File: src/rtl/dbus_interconnect.sv
// rtl/dbus_interconnect.sv - CPU data-bus address decoder with read wait states and bus-error capture
module dbus_interconnect #(
  parameter int                        NSLAVES = 4,
  parameter int                        ADDRW   = 16,
  parameter int                        DATAW   = 16,
  parameter logic [NSLAVES*ADDRW-1:0]  BASE    = {16'h8000, 16'h4000, 16'h2000, 16'h0000},
  parameter logic [NSLAVES*ADDRW-1:0]  SIZE    = {16'h4000, 16'h4000, 16'h2000, 16'h2000},
  parameter logic [2*NSLAVES-1:0]      WAIT    = 8'b10_01_00_00,
  parameter logic [DATAW-1:0]          ERRDATA = 16'hFFFF
) (
  input  logic                       clk,
  input  logic                       reset,
  input  logic                       dread_req,
  input  logic [ADDRW-1:0]           dread_addr,
  input  logic [ADDRW-1:0]           dwrite_addr,
  input  logic [1:0]                 dwrite_en,
  output logic [2*NSLAVES-1:0]       slv_dwrite_en,
  input  logic [DATAW*NSLAVES-1:0]   slv_dread_data,
  output logic [DATAW-1:0]           dread_data,
  output logic                       dread_valid,
  output logic                       stall,
  output logic                       bus_error,
  output logic                       err_flag,
  output logic [ADDRW-1:0]           err_addr,
  input  logic                       err_clear
);

  localparam int SELW = (NSLAVES > 1) ? $clog2(NSLAVES) : 1;

  typedef enum logic [1:0] {S_IDLE, S_WAIT, S_DATA} state_t;

  state_t            r_state, w_state_next;
  logic [1:0]        r_cnt, w_cnt_next;
  logic [SELW-1:0]   r_sel, w_sel_next;
  logic              r_unmapped, w_unmapped_next;
  logic              r_bus_error;
  logic              r_err_flag;
  logic [ADDRW-1:0]  r_err_addr;

  logic [SELW:0]     w_rd_dec, w_wr_dec;
  logic              w_rd_hit, w_wr_hit;
  logic [SELW-1:0]   w_rd_sel, w_wr_sel;
  logic [1:0]        w_rd_wait;
  logic              w_rd_accept;
  logic              w_rd_err, w_wr_err;
  logic [2*NSLAVES-1:0] w_slv_we;
  logic [DATAW-1:0]  w_rdata;

  // Returns {hit, sel}; bounds widened by one bit so a region ending at 2^ADDRW does not wrap.
  function automatic logic [SELW:0] decode(input logic [ADDRW-1:0] addr);
    logic [ADDRW:0] a, lo, hi;
    logic [SELW:0]  res;
    res = '0;
    a   = {1'b0, addr};
    for (int i = 0; i < NSLAVES; i++) begin
      lo = {1'b0, BASE[i*ADDRW +: ADDRW]};
      hi = lo + {1'b0, SIZE[i*ADDRW +: ADDRW]};
      if (!res[SELW] && a >= lo && a < hi) res = {1'b1, SELW'(i)};
    end
    return res;
  endfunction

  assign w_rd_dec = decode(dread_addr);
  assign w_wr_dec = decode(dwrite_addr);
  assign w_rd_hit = w_rd_dec[SELW];
  assign w_rd_sel = w_rd_dec[SELW-1:0];
  assign w_wr_hit = w_wr_dec[SELW];
  assign w_wr_sel = w_wr_dec[SELW-1:0];

  // Extra read wait states of the slave addressed by the incoming read; unmapped reads take none.
  always_comb begin
    w_rd_wait = 2'd0;
    for (int i = 0; i < NSLAVES; i++) begin
      if (w_rd_hit && w_rd_sel == SELW'(i)) w_rd_wait = WAIT[2*i +: 2];
    end
  end

  // Write byte-enables steered to the addressed slave only, held off during reset.
  always_comb begin
    w_slv_we = '0;
    for (int i = 0; i < NSLAVES; i++) begin
      if (!reset && w_wr_hit && w_wr_sel == SELW'(i)) w_slv_we[2*i +: 2] = dwrite_en;
    end
  end

  // Read FSM next-state: a request is taken in IDLE or DATA, never while waiting.
  always_comb begin
    w_state_next    = r_state;
    w_cnt_next      = r_cnt;
    w_sel_next      = r_sel;
    w_unmapped_next = r_unmapped;
    w_rd_accept     = 1'b0;
    case (r_state)
      S_IDLE, S_DATA: begin
        if (dread_req) begin
          w_rd_accept     = 1'b1;
          w_sel_next      = w_rd_sel;
          w_unmapped_next = !w_rd_hit;
          w_cnt_next      = w_rd_wait;
          w_state_next    = (w_rd_wait == 2'd0) ? S_DATA : S_WAIT;
        end else begin
          w_state_next = S_IDLE;
        end
      end
      S_WAIT: begin
        w_cnt_next = r_cnt - 2'd1;
        if (r_cnt <= 2'd1) w_state_next = S_DATA;
      end
      default: w_state_next = S_IDLE;
    endcase
  end

  // Read FSM state, selected slave and wait counter.
  always_ff @(posedge clk or posedge reset) begin
    if (reset) begin
      r_state    <= S_IDLE;
      r_cnt      <= 2'd0;
      r_sel      <= '0;
      r_unmapped <= 1'b0;
    end else begin
      r_state    <= w_state_next;
      r_cnt      <= w_cnt_next;
      r_sel      <= w_sel_next;
      r_unmapped <= w_unmapped_next;
    end
  end

  // An unmapped read errors in its DATA cycle; an unmapped write errors one cycle later.
  assign w_rd_err = w_rd_accept && !w_rd_hit;
  assign w_wr_err = !w_wr_hit && (dwrite_en != 2'b00);

  // Error pulse, sticky flag and faulting address; the read address wins a simultaneous fault.
  always_ff @(posedge clk or posedge reset) begin
    if (reset) begin
      r_bus_error <= 1'b0;
      r_err_flag  <= 1'b0;
      r_err_addr  <= '0;
    end else begin
      r_bus_error <= w_rd_err || w_wr_err;
      if (w_rd_err)      r_err_addr <= dread_addr;
      else if (w_wr_err) r_err_addr <= dwrite_addr;
      if (w_rd_err || w_wr_err) r_err_flag <= 1'b1;
      else if (err_clear)       r_err_flag <= 1'b0;
    end
  end

  // Read data steered from the registered selection, zero outside the DATA cycle.
  always_comb begin
    w_rdata = '0;
    if (r_state == S_DATA) begin
      if (r_unmapped) begin
        w_rdata = ERRDATA;
      end else begin
        for (int i = 0; i < NSLAVES; i++) begin
          if (r_sel == SELW'(i)) w_rdata = slv_dread_data[DATAW*i +: DATAW];
        end
      end
    end
  end

  assign slv_dwrite_en = w_slv_we;
  assign dread_data    = w_rdata;
  assign dread_valid   = (r_state == S_DATA);
  assign stall         = (r_state == S_WAIT);
  assign bus_error     = r_bus_error;
  assign err_flag      = r_err_flag;
  assign err_addr      = r_err_addr;

endmodule
File: config.mk
export PLATFORM = sky130hd
export DESIGN_NAME = dbus_interconnect
export DESIGN_NICKNAME = d
export VERILOG_FILES = /design/src/rtl/dbus_interconnect.sv
export SDC_FILE = /design/constraint.sdc
export NUM_CORES = 1
export LEC_CHECK = 0
export CAP_MARGIN = 40
export CORE_MARGIN = 10
export CORE_UTILIZATION = 25
export CTS_BUF_LIST = sky130_fd_sc_hd__clkbuf_4 sky130_fd_sc_hd__clkbuf_8
export DETAILED_ROUTE_END_ITERATION = 10
export SLEW_MARGIN = 30
export SYNTH_ARGS = -nofsm -noshare
export SYNTH_HDL_FRONTEND = slang
export SYNTH_SLANG_ARGS = --single-unit
export TNS_END_PERCENT = 100
File: constraint.sdc
create_clock -name clk -period 1.6 [get_ports clk]
set_input_delay 0.16 -clock clk [delete_from_list [all_inputs] [get_ports clk]]
set_output_delay 0.16 -clock clk [all_outputs]
set_load 0.02 [all_outputs]
# Word-level counts from Yosys, hierarchy flattened
# Index checks and enable logic that the tools add are counted.
[classes] n_addsub=1 magnitude_cmp=15 n_eq_ne=12 mux=32 n_reduce_logical=42
[op_table] op="2-to-1 mux 16 bit" n=8
[op_table] op="less-than comparator 16 bit (second input constant)" n=4
[op_table] op=">= comparator 16 x 14 -> 1 bit (second input constant)" n=2
[op_table] op=">= comparator 16 x 15 -> 1 bit (second input constant)" n=2
[op_table] op=">= comparator 16 bit (second input constant)" n=2
[op_table] op="less-than comparator 16 x 14 -> 1 bit (second input constant)" n=2
[op_table] op="less-than comparator 16 x 15 -> 1 bit (second input constant)" n=2
[op_table] op="2-to-1 mux 3 bit" n=8
[op_table] op="logical AND 1 bit" n=21
[op_table] op="2-to-1 mux 2 bit" n=9
[op_table] op="equality test 2 bit (second input constant)" n=7
[op_table] op="zero test 1 bit" n=9
[op_table] op="zero test 2 bit" n=4
[op_table] op="case mux 2 bit (2 select lines)" n=2
[op_table] op="nonzero test 2 bit" n=4
[op_table] op="equality test 2 x 1 -> 1 bit (second input constant)" n=3
[op_table] op="2-to-1 mux 1 bit" n=5
[op_table] op="AND reduction 2 bit" n=2
[op_table] op="<= comparator 2 x 1 -> 1 bit (second input constant)" n=1
[op_table] op="!= test 2 x 1 -> 1 bit (second input constant)" n=1
[op_table] op="!= test 2 bit (second input constant)" n=1
[op_table] op="OR reduction 2 bit" n=1
[op_table] op="subtractor 2 x 1 -> 2 bit (second input constant)" n=1
[op_table] op="logical OR 1 bit" n=1
[totals] reg_bits=25 wordCells=109

# Logic depth before layout (Yosys ltp)
# Gate-level depths: netlist (run 1).
[depth] depth_word=22 mapped_depth=5 ltp_nobuf=4

# Least setup slack after synthesis (run 1)
# Ideal clock, no wire load.
[synth_timing] kind="register -> output" start="register r_sel[0]" end="output dread_data[0]" arrival_time_ps=1267 setup_slack_ps=173 stages_incl_launch_ff=6 cell_sequence="dfrtp_1 > buf_6 > buf_12 > mux4_2 > nor2_1 > nor2_1"
[synth_between] elab_chain_len=7
[synth_rtl] element="start: declaration" line="34" text="logic [SELW-1:0] r_sel, w_sel_next;"
[synth_rtl] element="start signal: assignment" line="123" text="r_sel <= w_sel_next;"
[synth_rtl] element="zero test 2 bit" line="155" text="if (r_sel == SELW'(i)) w_rdata = slv_dread_data[DATAW*i +: DATAW];"
[synth_rtl] element="2-to-1 mux 16 bit (3 in a row)" line="155"
[synth_rtl] element="2-to-1 mux 16 bit *" line="155"
[synth_rtl] element="2-to-1 mux 16 bit *" line="151" text="if (r_unmapped) begin"
[synth_rtl] element="2-to-1 mux 16 bit *" line="150" text="if (r_state == S_DATA) begin"
[synth_rtl] element="end: declaration" line="19" text="output logic [DATAW-1:0] dread_data,"
# Every way passes the cells marked *; elsewhere a longest branch is shown, timed or not.

# Worst setup path after layout (run 1)
[layout_timing] start="register r_sel[0]" end="output dread_data[9]"
# Same word-level chain as after synthesis.

==> results of run 1 <==
[synth_stat cells (all sizes together)]
cell type and number:
nor4 1, mux2i 14, or2 2, nand3 2, o211ai 2, nor4bb 2, a31oi 1, nand2b 4
buf 7, clkbuf 5, xnor2 1, inv 4, a21oi 15, o21a 1, nand4b 1, mux4 16
nand2 6, nor2b 1, dfrtp 25, o31ai 1, nand3b 2, nor2 49, ha 1, and3 4
o21bai 1, and2 2, nor3 2
[registers in the layout (all words and copies together), names as in the netlist]
signal / cells
err_addr: 16
r_cnt: 2
r_sel: 2
r_state: 2
bus_error: 1
err_flag: 1
r_unmapped: 1
[worst paths after layout]
check                                         start                  endpoint  slack [ns]  depth (start not counted)
max                            r_sel[0]$_DFFE_PP0P_             dread_data[9]       -0.23                          5
min                                           reset  err_addr[15]$_DFFE_PP0P_        0.24                          2
min reg2reg                err_addr[14]$_DFFE_PP0P_  err_addr[14]$_DFFE_PP0P_        0.47                          1
max reg2reg                  r_state[0]$_DFFE_PP0P_   err_addr[5]$_DFFE_PP0P_        0.30                          5
max in group asynchronous                     reset      r_sel[0]$_DFFE_PP0P_        0.97                          3
min in group clk                      dread_addr[9]   err_addr[9]$_DFFE_PP0P_        0.44                          3
[per-layer routing]
| layer | vias up | share of wire |
|---|---|---|
| li1 | 932 | - |
| met1 | 881 | 0.45 |
| met5 | - | 0 |
| met3 | 5 | 0.070 |
| met2 | 91 | 0.47 |
| met4 | 0 | 0.0072 |
[worst reg2reg max path, delay by kind of cell, from the launching register on]
| family | cells | cell delay, ns |
|---|---|---|
| buf+inv | 2 | 0.40 |
| flops | 1 | 0.38 |
| simple gates | 2 | 0.37 |
| compound gates | 1 | 0.05 |
[layout make-up]
type	count	area (um^2)
Clock inverter	1	7.51
Multi-Input combinational cell	131	1040
Inverter	4	15.0
Clock buffer	3	41.3
Timing Repair Buffer	170	1600
Tap cell	96	120
Fill cell	697	3390
Sequential cell	25	627
[repair_timing]
action                     in CTS  in global routing
setup endpoints to repair      26                 25
setup buffers                   1                  0
gates cloned                    1                  0
pin swaps                       2                 12
hold buffers                    0                  0
gates resized for setup        89                 40
[power by group]
group          internal [uW]  switching, uW
Combinational           1090            906
Sequential               783           96.5
Clock                    177            229
[stage by stage]
stage	setup TNS (ns)	hold WS, ns	power [uW]
after floorplan	0	0.187	1920
after global placement	-7.34	0.455	2890
after detailed placement	-7.62	0.455	2910
after CTS	-3.80	0.255	3280
after global routing	-4.45	0.273	3520
final	-3.29	0.240	3280
[logic make-up after synthesis]
family,count (synthesis),share of synthesized area
DFF,25,0.355
buffers and inverters,16,0.0547
adders and majority gates,1,0.00711
and+or+nand+nor,78,0.203
muxes,30,0.299
xor gates and xnor gates,1,0.00498
AOI/OAI and AO/OA,21,0.0753
==> metrics.txt, run 1 <==
status=complete, but fails checks; failing checks=negative setup slack; Synth-to-Final Area Change=95.7%; Via density=approximately 4.4; initial antenna violation count=0; GRT Util Overall=0.131; Max-Cap Viols=0; element type at the critical path end=output port; Non-Filler Instances=430; worst path bufs/invs=2; register bit total from synthesis=25; commonest non-fill, non-tap cell in the layout=clkdlybuf4s50_1; Syn. warnings=0; clk sinks=25; worst relative slew slack=0.811; Die W=between 100 and 150 um; share of layout cells above drive strength 1=0.249; synthesized area per cell=about 10 um^2; Worst Tran Pin Value=0.284 ns; share of the synthesized area in the top cell type=0.355; Rows=30; RSZ-0062 raised after global routing=true; Core Footprint=a little under 7000 um^2; DR WL/cell=16.8 um; WS Path Type=reg -> out; Final Cycle Share=1.14; Final Hold Viols=0; final wirelength=between 7 and 8 mm; worst hold path type=in -> async; die footprint=10,800 um^2; CTS tree=built; Yosys top cell by area=dfrtp_1; Worst-path clk slew=0.09 ns; gpl congestion=0.760; CP max FO=7; Critical Path AT=between 1.5 and 2 ns; final setup margin=-0.227 ns; # IOs=approximately 150; pwr dens=951 nW/um^2; Max VDD drop=around 0.34 mV; DRT antenna net count=0; synthesized net count=275; GR Util met2=0.223; # port buffers=~150; largest net degree at the start of global routing=23; Slew Limit Fails=0; Period minus WS final=1.83 ns; met1 Use GR=0.158; leak pwr=between 0.0015 and 0.002 uW; DP Cell Count=approximately 430; DPL Wire Length=roughly 6 mm; Vias=1,909; Worst EP required=around 1.4 ns; Worst-Skew Late Latency=0.28 ns; Cells after Synth=between 150 and 200; DRT iter0 DRCs=45; CP top delay family=multiplexers; CTS buffer count=3; final design utilization=0.504; met3 usage=0.0397; most frequent cells in the layout=119 x clkdlybuf4s50_1, 41 x nor2_1, 34 x buf_4, 24 x dfrtp_1, 16 x mux4_2; # diodes=0; vias in the first global route=approximately 2,100; design area=roughly 3400 um^2; f_max=547 MHz; Crit path largest cell delay=about 0.5 ns; Crit-path slowest cell=mux4_2; synth top area cells=dfrtp_1 36%, mux4_2 12%, mux4_1 10%; Starting Density=0.258; Worst setup SP type=register; global route total overflow=0; sequential share of the synthesized area=0.355; dpl ws=-0.360 ns; Max clock buf depth=2; busiest layer in global routing=met2; Final #Nets=approximately 440; htree depth=1; cell area after synthesis=between 1500 and 2000 um^2; DRC viols=0; worst-path cell chain=buf_12 -> mux4_2 -> nor2_2 -> nor2_1 -> buf_4; Final setup viols=16; height of the die=104 um; clk_skew=0.00650 ns; DP Area=3470 um^2; Yosys cell types=31; clock root cell=clkbuf_8; first-pass GRT wire length=approximately 12 mm; DR pass1 iterations=4
(Power assumes the default switching activity.)
==> run 2, diff against run 1 <==
--- a/config.mk
+++ b/config.mk
@@ -9,7 +9,10 @@
 export CORE_MARGIN = 10
 export CORE_UTILIZATION = 25
 export CTS_BUF_LIST = sky130_fd_sc_hd__clkbuf_4 sky130_fd_sc_hd__clkbuf_8
+export CTS_CLUSTER_DIAMETER = 100
 export DETAILED_ROUTE_END_ITERATION = 10
+export PLACE_DENSITY = 0.67
+export REMOVE_ABC_BUFFERS = 1
 export SLEW_MARGIN = 30
 export SYNTH_ARGS = -nofsm -noshare
 export SYNTH_HDL_FRONTEND = slang
==> constraint.sdc (replaced) <==
create_clock -name clk -period 1.5 [get_ports clk]
set_input_delay 0.15 -clock clk [delete_from_list [all_inputs] [get_ports clk]]
set_output_delay 0.15 -clock clk [all_outputs]
set_load 0.02 [all_outputs]
==> metrics.txt, run 2 (same netlist as run 1, synthesis figures left out) <==
failing checks=negative setup slack; vias in the first global route=2,161 (+0.61%); Overall Power=3500 uW (+6.8%); design area=3550 um^2 (+2.9%); pwr dens=987 nW/um^2 (+3.7%); Crit path largest cell delay=0.51 ns (about the same); initial antenna violation count=1 (+1); f_max=around 550 MHz; DRC viols=0 (unchanged); gpl congestion=0.782 (+2.9%); Fin Hold WS=0.0445 ns (-0.195 ns); WS Path Type=reg -> out; Starting Density=0.258 (unchanged); Worst Reg-to-Reg Cells=6 (+1); GRT Util Overall=0.129 (-0.00173); worst path bufs/invs=2 (unchanged); largest net degree at the start of global routing=23 (unchanged); Slew Limit Fails=0 (unchanged); Final Hold Viols=0 (unchanged); DRT antenna net count=0 (unchanged); final setup margin=-0.326 ns (-0.0991 ns); DRT iter0 DRCs=66 (+47%); # IOs=146 (unchanged); Worst-path clk slew=0.10 ns (about the same); die footprint=10,800 um^2 (unchanged); DP Cell Count=424 (-0.24%); Worst Tran Pin Value=0.308 ns (+0.0249 ns); element type at the critical path end=output port; max FFs per register=16 (unchanged); # port buffers=145 (unchanged); clock root cell=clkbuf_8; Period minus WS final=about 1.8 ns; Max-Cap Viols=0 (unchanged); global route total overflow=0 (unchanged); Max VDD drop=0.521 mV (+52%); Die W=104 um (unchanged); Final #Nets=437 (-0.23%); Core Footprint=6830 um^2 (unchanged); Via density=4.51 (+1.5%); fill cell count=660 (-5.3%); htree depth=1 (unchanged); Worst EP required=1.35 ns (-0.09 ns); hold_buf cts=0 (unchanged); DR WL/cell=17.0 um (+1.5%); Worst-Skew Late Latency=0.27 ns (about the same); final wirelength=7.32 mm (+1.5%); Rows=30 (unchanged); worst-path cell chain=buf_6 -> mux4_2 -> nor2_2 -> nor2_1 -> buf_4; CP top delay family=multiplexers; status=complete, but fails checks; cell count along the critical path=5 (unchanged); DP Area=3520 um^2 (+1.6%); most frequent cells in the layout=116 x clkdlybuf4s50_1, 41 x nor2_1, 27 x buf_4, 24 x dfrtp_1, 16 x mux4_2; DR pass1 iterations=4 (unchanged); CP max FO=5 (-2); DPL Wire Length=5.99 mm (about the same); register area=627 um^2 (unchanged); Critical Path AT=1.68 ns (about the same); final design utilization=0.519 (+0.0148); first-pass GRT wire length=11.5 mm (-0.66%); worst hold path type=in -> async; Non-Filler Instances=430 (unchanged); Final setup viols=16 (unchanged); clk_skew=0.00846 ns (+0.00196 ns); worst relative slew slack=0.794 (-0.0165); RSZ-0062 raised after global routing=true; Final Cycle Share=1.22; Vias=1,938 (+1.5%); leak pwr=0.00156 uW (+2.8%); CTS tree=built; Worst setup SP type=register; CTS buffer count=3 (unchanged); clk sinks=25 (unchanged); area occupied by multi-input gates=1050 um^2 (+1.1%); height of the die=104 um (unchanged); Max clock buf depth=2 (unchanged); Crit-path slowest cell=mux4_2; commonest non-fill, non-tap cell in the layout=clkdlybuf4s50_1; share of layout cells above drive strength 1=0.252 (+0.00375); Synth-to-Final Area Change=101%
==> run 2: cell types whose count changed in the layout (fill, tap and decap cells not counted), sizes merged <==
| cell | delta |
|---|---|
| clkbuf | -9 |
| clkdlybuf4s15 | +6 |
| clkdlybuf4s50 | -3 |
| buf | +2 |
| dlymetal6s2s | +2 |
| clkinv | +1 |
| clkinvlp | -1 |
| diode | +1 |
| dlygate4sd2 | +1 |
==> run 2: routing by layer <==
metal / up-vias / wire, um / global-route usage
li1: 935 / - / -
met1: 898 / 3060 / 0.149
met2: 99 / 3490 / 0.216
met3: 6 / 704 / 0.0533
met4: 0 / 70 / 0.0338
met5: - / 0 / 0
==> run 2: through the flow <==
step / worst slack [ns] / setup TNS (ns)
after floorplan: -0.256 / -5.21
after global placement: -0.448 / -9.80
after detailed placement: -0.471 / -10.27
after CTS: -0.392 / -5.39
after global routing: -0.408 / -6.00
final: -0.326 / -4.67
==> run 2: worst reg2reg max path: stages (launching register included) <==
cell,delay [ns]
dfrtp_1,0.38
buf_4,0.14
nand4b_1,0.22
buf_12,0.19
buf_4,0.15
nor2_1,0.10
a21oi_1,0.05
==> run 2: timing repair <==
action                                  CTS  global route
cloned                                    1             0
resized for setup                       111            24
endpoints found under the setup margin   26            25
setup buffers                             1             0
pin swaps                                 4            21
==> run 2: final cells by class <==
type / instances / share of cell area
inverter: 4 / 0.00423
clock buffer: 3 / 0.0116
timing repair buffer: 169 / 0.475
clock inverter: 1 / 0.00141
sequential: 25 / 0.177
multi-input combinational: 131 / 0.296
antenna: 1 / 0.000705
tap: 96 / 0.0339
==> run 2: report_power, final <==
| part | internal (uW) | leakage (uW) | switching, uW |
|---|---|---|---|
| Sequential | 835 | 0.000286 | 100 |
| Clock | 186 | 0.0000255 | 221 |
| Combinational | 1170 | 0.00125 | 987 |
| Total | 2190 | 0.00156 | 1310 |
==> run 2: final timing paths <==
kind	startpoint	to	slack (ns)
min reg2reg	err_addr[15]$_DFFE_PP0P_	err_addr[15]$_DFFE_PP0P_	0.48
min in group clk	dread_addr[7]	err_addr[7]$_DFFE_PP0P_	0.44
max in group asynchronous	reset	r_sel[0]$_DFFE_PP0P_	1.06
max reg2reg	r_state[0]$_DFFE_PP0P_	err_addr[3]$_DFFE_PP0P_	0.15
min	reset	err_addr[5]$_DFFE_PP0P_	0.04
max	r_sel[0]$_DFFE_PP0P_	dread_data[9]	-0.33
==> run 3, diff against run 2 <==
--- a/config.mk
+++ b/config.mk
@@ -6,12 +6,14 @@
 export NUM_CORES = 1
 export LEC_CHECK = 0
 export CAP_MARGIN = 40
+export CELL_PAD_IN_SITES_DETAIL_PLACEMENT = 0
+export CELL_PAD_IN_SITES_GLOBAL_PLACEMENT = 2
 export CORE_MARGIN = 10
-export CORE_UTILIZATION = 25
+export CORE_UTILIZATION = 16
 export CTS_BUF_LIST = sky130_fd_sc_hd__clkbuf_4 sky130_fd_sc_hd__clkbuf_8
 export CTS_CLUSTER_DIAMETER = 100
 export DETAILED_ROUTE_END_ITERATION = 10
-export PLACE_DENSITY = 0.67
+export PLACE_DENSITY_LB_ADDON = 0.1
 export REMOVE_ABC_BUFFERS = 1
 export SLEW_MARGIN = 30
 export SYNTH_ARGS = -nofsm -noshare
==> metrics.txt, run 3 (same netlist as run 1, synthesis figures left out) <==
DRT iter0 DRCs=53 (-20%); DRT antenna net count=0 (unchanged); CTS buffer count=3 (unchanged); DRC viols=0 (unchanged); worst relative slew slack=0.801 (+0.00682); vias in the first global route=2,067 (-4.3%); element type at the critical path end=output port; final setup margin=-0.378 ns (-0.0525 ns); worst hold path type=in -> reg; Vias=1,927 (-0.57%); # IOs=146 (unchanged); # diodes=0 (-1); CP top delay family=multiplexers; Max-Cap Viols=0 (unchanged); f_max=532 MHz (-2.8%); share of layout cells above drive strength 1=0.241 (-0.0112); clock root cell=clkbuf_8; Core Footprint=10,800 um^2 (+58%); Crit-path slowest cell=mux4_2; top routing layer used=met3; Hold Crit Depth=3; Die W=125 um (+20%); global route total overflow=0 (unchanged); met3 wire len=932 um (+32%); pwr dens=986 nW/um^2 (about the same); WL met1=3.78 mm (+24%); final wirelength=8.01 mm (+9.3%); fill cell count=1,120 (+70%); GRT Util Overall=0.0971 (-0.0321); Max VDD drop=0.342 mV (-34%); leak pwr=0.00159 uW (+2.0%); Final #Nets=440 (+0.69%); Worst setup SP type=register; Worst-path clk slew=0.10 ns (about the same); DR WL met2=3.29 mm (-5.6%); largest net degree at the start of global routing=24 (+4.3%); max FFs per register=16 (unchanged); Slew Limit Fails=0 (unchanged); WS Path Type=reg -> out; status=complete, but fails checks; Worst Tran Pin Value=0.298 ns (-0.0103 ns); Synth-to-Final Area Change=106%; Period minus WS final=1.88 ns (+0.0525 ns); worst path bufs/invs=3 (+1); htree depth=1 (unchanged); Crit path largest cell delay=0.47 ns (-0.04 ns); initial antenna violation count=0 (-1); Rows=38 (+27%); Fin Hold WS=0.436 ns (+0.392 ns); most frequent cells in the layout=115 x clkdlybuf4s50_1, 41 x nor2_1, 29 x buf_4, 24 x dfrtp_1, 15 x a21oi_1; Setup TNS=-5.20 ns (-0.532 ns); DR pass1 iterations=3 (-1); Critical Path AT=1.73 ns (+0.05 ns); Min-Delay Endpoint=err_addr[3]$_DFFE_PP0P_; # port buffers=145 (unchanged); CP max FO=6 (+1); DPL Wire Length=6.43 mm (+7.2%); worst-path cell chain=buf_12 -> buf_12 -> mux4_2 -> nor2_1 -> nor2_1 -> buf_2; clk sinks=25 (unchanged); failing checks=negative setup slack; commonest non-fill, non-tap cell in the layout=clkdlybuf4s50_1; r2r endpoint=err_addr[4]$_DFFE_PP0P_; Final Cycle Share=1.25 (+0.0350); Max clock buf depth=2 (unchanged); gpl congestion=0.736 (-5.9%); DR WL/cell=16.8 um (-1.3%); die footprint=15,600 um^2 (+44%); Final Hold Viols=0 (unchanged); Overall Power=3580 uW (+2.3%); Worst-Skew Late Latency=0.27 ns (about the same); Starting Density=0.163 (-0.0946); Worst Reg-to-Reg Cells=6 (unchanged); R2R Setup Slk=0.22 ns (+0.07 ns); RSZ-0062 raised after global routing=true; Final setup viols=16 (unchanged); reg-to-reg startpoint=r_state[0]$_DFFE_PP0P_; Hold Path Origin=dread_addr[3]; height of the die=125 um (+20%); Worst EP required=1.35 ns (about the same); clk_skew=0.00722 ns (-0.00124 ns); Via density=4.05 (-10%); CTS tree=built; first-pass GRT wire length=12.4 mm (+8.1%)
## run 3: cell types whose count changed in the layout (fill, tap and decap cells not counted), moves of 2 or more
| cell | previous run | this run |
|---|---|---|
| buf_4 | 27 | 29 |
| mux4_2 | 16 | 14 |
| buf_12 | 8 | 10 |
| buf_2 | 6 | 8 |
| mux4_1 | 0 | 2 |
| clkdlybuf4s15_2 | 6 | 2 |
| buf_6 | 2 | 0 |
## run 3: how the worst max path moves through the flow
stage	slack (ns)	to	startpoint	depth (start not counted)
2_1_floorplan	-0.26	dread_data[12]	r_sel[0]$_DFFE_PP0P_	3
3_3_place_gp	-0.48	slv_dwrite_en[1]	dwrite_addr[15]	4
3_5_place_dp	-0.47	dread_data[12]	r_sel[0]$_DFFE_PP0P_	5
4_1_cts	-0.42	dread_data[1]	r_sel[0]$_DFFE_PP0P_	6
5_1_grt	-0.47	dread_data[3]	r_sel[0]$_DFFE_PP0P_	6
6_report	-0.38	dread_data[6]	r_sel[0]$_DFFE_PP0P_	6
## run 3: cell type report
cell class                 instances  area (um^2)  share of cell area
timing repair buffer             172         1720               0.472
multi-input combinational        131         1050               0.289
sequential                        25          627               0.173
tap                              140          175              0.0482
clock buffer                       3         41.3              0.0114
inverter                           4         15.0             0.00413
clock inverter                     1         7.51             0.00207
## run 3: per-stage QoR
stage	instances	instance area (um^2)	util	setup slack, ns
global placement	468	3580	0.332	-0.477
finish	476	3630	0.337	-0.378
global route	476	3630	0.337	-0.467
CTS	474	3590	0.332	-0.424
detailed placement	468	3580	0.332	-0.466
floorplan	160	1680	-	-0.256
## run 3: power by group
part	switching (uW)	internal, uW
clock network	233	189
logic	999	1220
registers	105	835
total	1340	2240
## run 3: what timing repair did
item,4_1_cts,5_1_grt
hold buffers,0,1
resized for setup,103,27
buffers inserted,1,2
gates cloned,1,0
setup endpoints to repair,26,25
pin swaps,1,13
hold endpoints to repair,0,2
## run 3: per-layer routing
layer / track usage / up-vias
met2: 0.142 / 100
li1: - / 941
met1: 0.128 / 886
met5: 0 / -
met3: 0.0515 / 0
met4: 0.00813 / 0
## run 3: worst reg2reg max path: cells and delay by family, from the launching register on
kind	cells	cell delay, ns
compound gates	1	0.05
simple gates	2	0.26
flops	1	0.39
buf+inv	3	0.48
==> RTL change, RTL diff (config.mk and constraints of run 1) <==
Set the parameter `NSLAVES` to 8 (it was 4).
--- a/src/rtl/dbus_interconnect.sv
+++ b/src/rtl/dbus_interconnect.sv
@@ -1,6 +1,6 @@
 // rtl/dbus_interconnect.sv - CPU data-bus address decoder with read wait states and bus-error capture
 module dbus_interconnect #(
-  parameter int                        NSLAVES = 4,
+  parameter int                        NSLAVES = 8,
   parameter int                        ADDRW   = 16,
   parameter int                        DATAW   = 16,
   parameter logic [NSLAVES*ADDRW-1:0]  BASE    = {16'h8000, 16'h4000, 16'h2000, 16'h0000},
Interface: changed (resized slv_dread_data and slv_dwrite_en); port bits go from 146 to 218. The function was not compared with the original's and may differ.
==> RTL change against run 1 <==
First-iteration DRC count is 47% higher; sequential cell count stayed put; setup slack better by 0.0018 ns; routed wire length barely moved; area after synthesis is 3.5% higher; non-clock buffer count decreased by 4; critical path type unchanged; final area up 1.6%; clock skew is 0.00088 ns lower; power down 0.20%; the run still ends with setup timing left.
==> RTL change: results (changes against run 1) <==
[layout]
diodes = 0  ; unchanged
nNetsFinal = 507  ; was 438
drive_above_1_share_pct = 21.2  ; was 24.9%

[clock_network]
worstSkewPairLatency_ns = 0.27
ctsRootBufferMaster = clkbuf_8  ; unchanged
cts_buffers = 3  ; unchanged
clockBufferDepth = 2  ; unchanged

[synthesis]
yosys-top-cells-count = nor2_1, dfrtp_1, a21oi_1  ; unchanged
synth_top_flop_cell = dfrtp_1  ; unchanged
synth.area.top_cells = dfrtp_1, mux4_2, nor2_1, mux4_1, mux2i_1  ; was dfrtp_1, mux4_2, mux4_1, nor2_1, mux2i_1
yosysUniqueCellTypes = 31  ; unchanged
synthCells = 182  ; was 172
synthArstFlopShare_pct = 100  ; unchanged
ys_seq_area_share_pct = 34.3  ; was 35.5%
yosysWarnings = 0  ; unchanged

[critical_path]
cp_max_fo = 8  ; was 7
slowest_delay_ns = 0.53  ; was 0.50 ns
cpMaxStageDelayCell = mux4_1  ; was mux4_2
crit_family = multiplexers  ; unchanged

[grt]
grt_pass1_wl_mm = 11.1  ; was 11.6 mm
grt_max_degree = 26  ; was 23
grt_pass1_vias = 2060  ; was 2148
track_usage_pct = 12.3  ; was 13.1%

[timing]
fin_setup_tns_ns = -3.18  ; was -3.29 ns
fin_ws_ns = -0.225  ; was -0.227 ns
skew_ns = 0.00562  ; was 0.00650 ns
setup_viol = 16  ; unchanged

[detailed_routing]
drt_iter0_drc = 66  ; was 45
num_vias = 1954  ; was 1909
routed_wl_mm = 7.22  ; was 7.21 mm
first_pass_iters = 4  ; unchanged

[power_and_ir_drop]
internal-power_uw = 2050  ; about the same
p_leak_uw = 0.00156  ; was 0.00152 uW
peakVddDrop_mv = 0.419  ; was 0.343 mV

[placed_design]
routabilityCongestion = 0.723  ; was 0.760
pre_cts_slack_ns = -0.384  ; was -0.360 ns
hpwl_mm = 6.01  ; was 6.00 mm
io_buffers = 145  ; unchanged

[run_status]
violations = setup timing  ; unchanged
status = complete, but fails checks  ; unchanged

-- RTL change: cell types whose count changed after synthesis, sizes merged --
cell	run 1	this run
nand2	6	7
nor3	2	1
o21bai	1	0
o21a	1	0
a22o	0	1
nand2b	4	5
o22ai	0	1
buf	7	15
conb	0	1
and2	2	0
nor2	49	52
nor4	1	0
-- RTL change: layer usage --
metal  vias up  share of wire [%]  global-route usage, %
met5         -                  0                      0
met4         0               0.19                   2.06
met3         2                 13                   5.42
met2       116                 43                   19.4
met1       900                 44                   15.3
li1        936                  -                      -
-- RTL change: power groups by stage --
stage / clock, uW / combinational (uW) / sequential [uW]
global route: 415 / 2180 / 909
global placement: 0 / 2010 / 885
CTS: 398 / 2000 / 889
finish: 375 / 2010 / 886
detailed placement: 0 / 2020 / 894
floorplan: 0 / 973 / 991
-- RTL change: worst register-to-register path: cells and delay by family (launching register included) --
kind / cells / cell delay, ns
and+or+nand+nor: 2 / 0.38
buffers and inverters: 2 / 0.41
DFF: 1 / 0.38
AOI/OAI and AO/OA: 1 / 0.05
-- RTL change: cells by family after synthesis --
kind of cell	after synthesis	share of synthesized area, %
DFF	25	34.3
adders and majority gates	1	0.687
xor gates and xnor gates	1	0.481
AOI/OAI and AO/OA	21	7.28
other	1	0.206
muxes	30	28.9
buffers and inverters	24	8.59
and+or+nand+nor	79	19.5
-- RTL change: worst paths after layout --
check	cells past startpoint	endpoint	startpoint	slack [ns]
min in group clk	3	err_addr[9]	dread_addr[9]	0.45
hold / removal	4	err_addr[14]	reset	0.40
max in group asynchronous	4	r_sel[0]	reset	0.93
setup / recovery	5	dread_data[15]	r_sel[0]	-0.22
hold reg to reg	1	err_addr[15]	err_addr[15]	0.48
setup reg to reg	5	err_addr[12]	r_state[0]	0.28
-- RTL change: cell type report --
cell class                      count  area (um2)
Timing Repair Buffer              166        1620
Tap cell                           99         124
Clock buffer                        3        41.3
Fill cell                         705        3680
Sequential cell                    25         627
Clock inverter                      1        5.00
Inverter                            4        15.0
Multi-Input combinational cell    140        1070
-- RTL change: repair_timing --
action	4_1_cts	5_1_grt
pin swaps	5	14
endpoints found under the setup margin	26	20
gates resized for setup	85	27
hold buffers	0	0
gates cloned	1	0
setup buffers	1	0
-- RTL change: per-stage QoR --
| step | instance area, um2 | util (%) | instances | hold slack [ns] |
|---|---|---|---|---|
| 3_5_place_dp | 3490 | 48.7 | 433 | 0.467 |
| 4_1_cts | 3500 | 48.8 | 439 | 0.406 |
| 3_3_place_gp | 3490 | 48.7 | 433 | 0.459 |
| 2_1_floorplan | 1850 | - | 189 | 0.187 |
| 6_report | 3500 | 48.8 | 438 | 0.398 |
| 5_1_grt | 3500 | 48.8 | 438 | 0.431 |
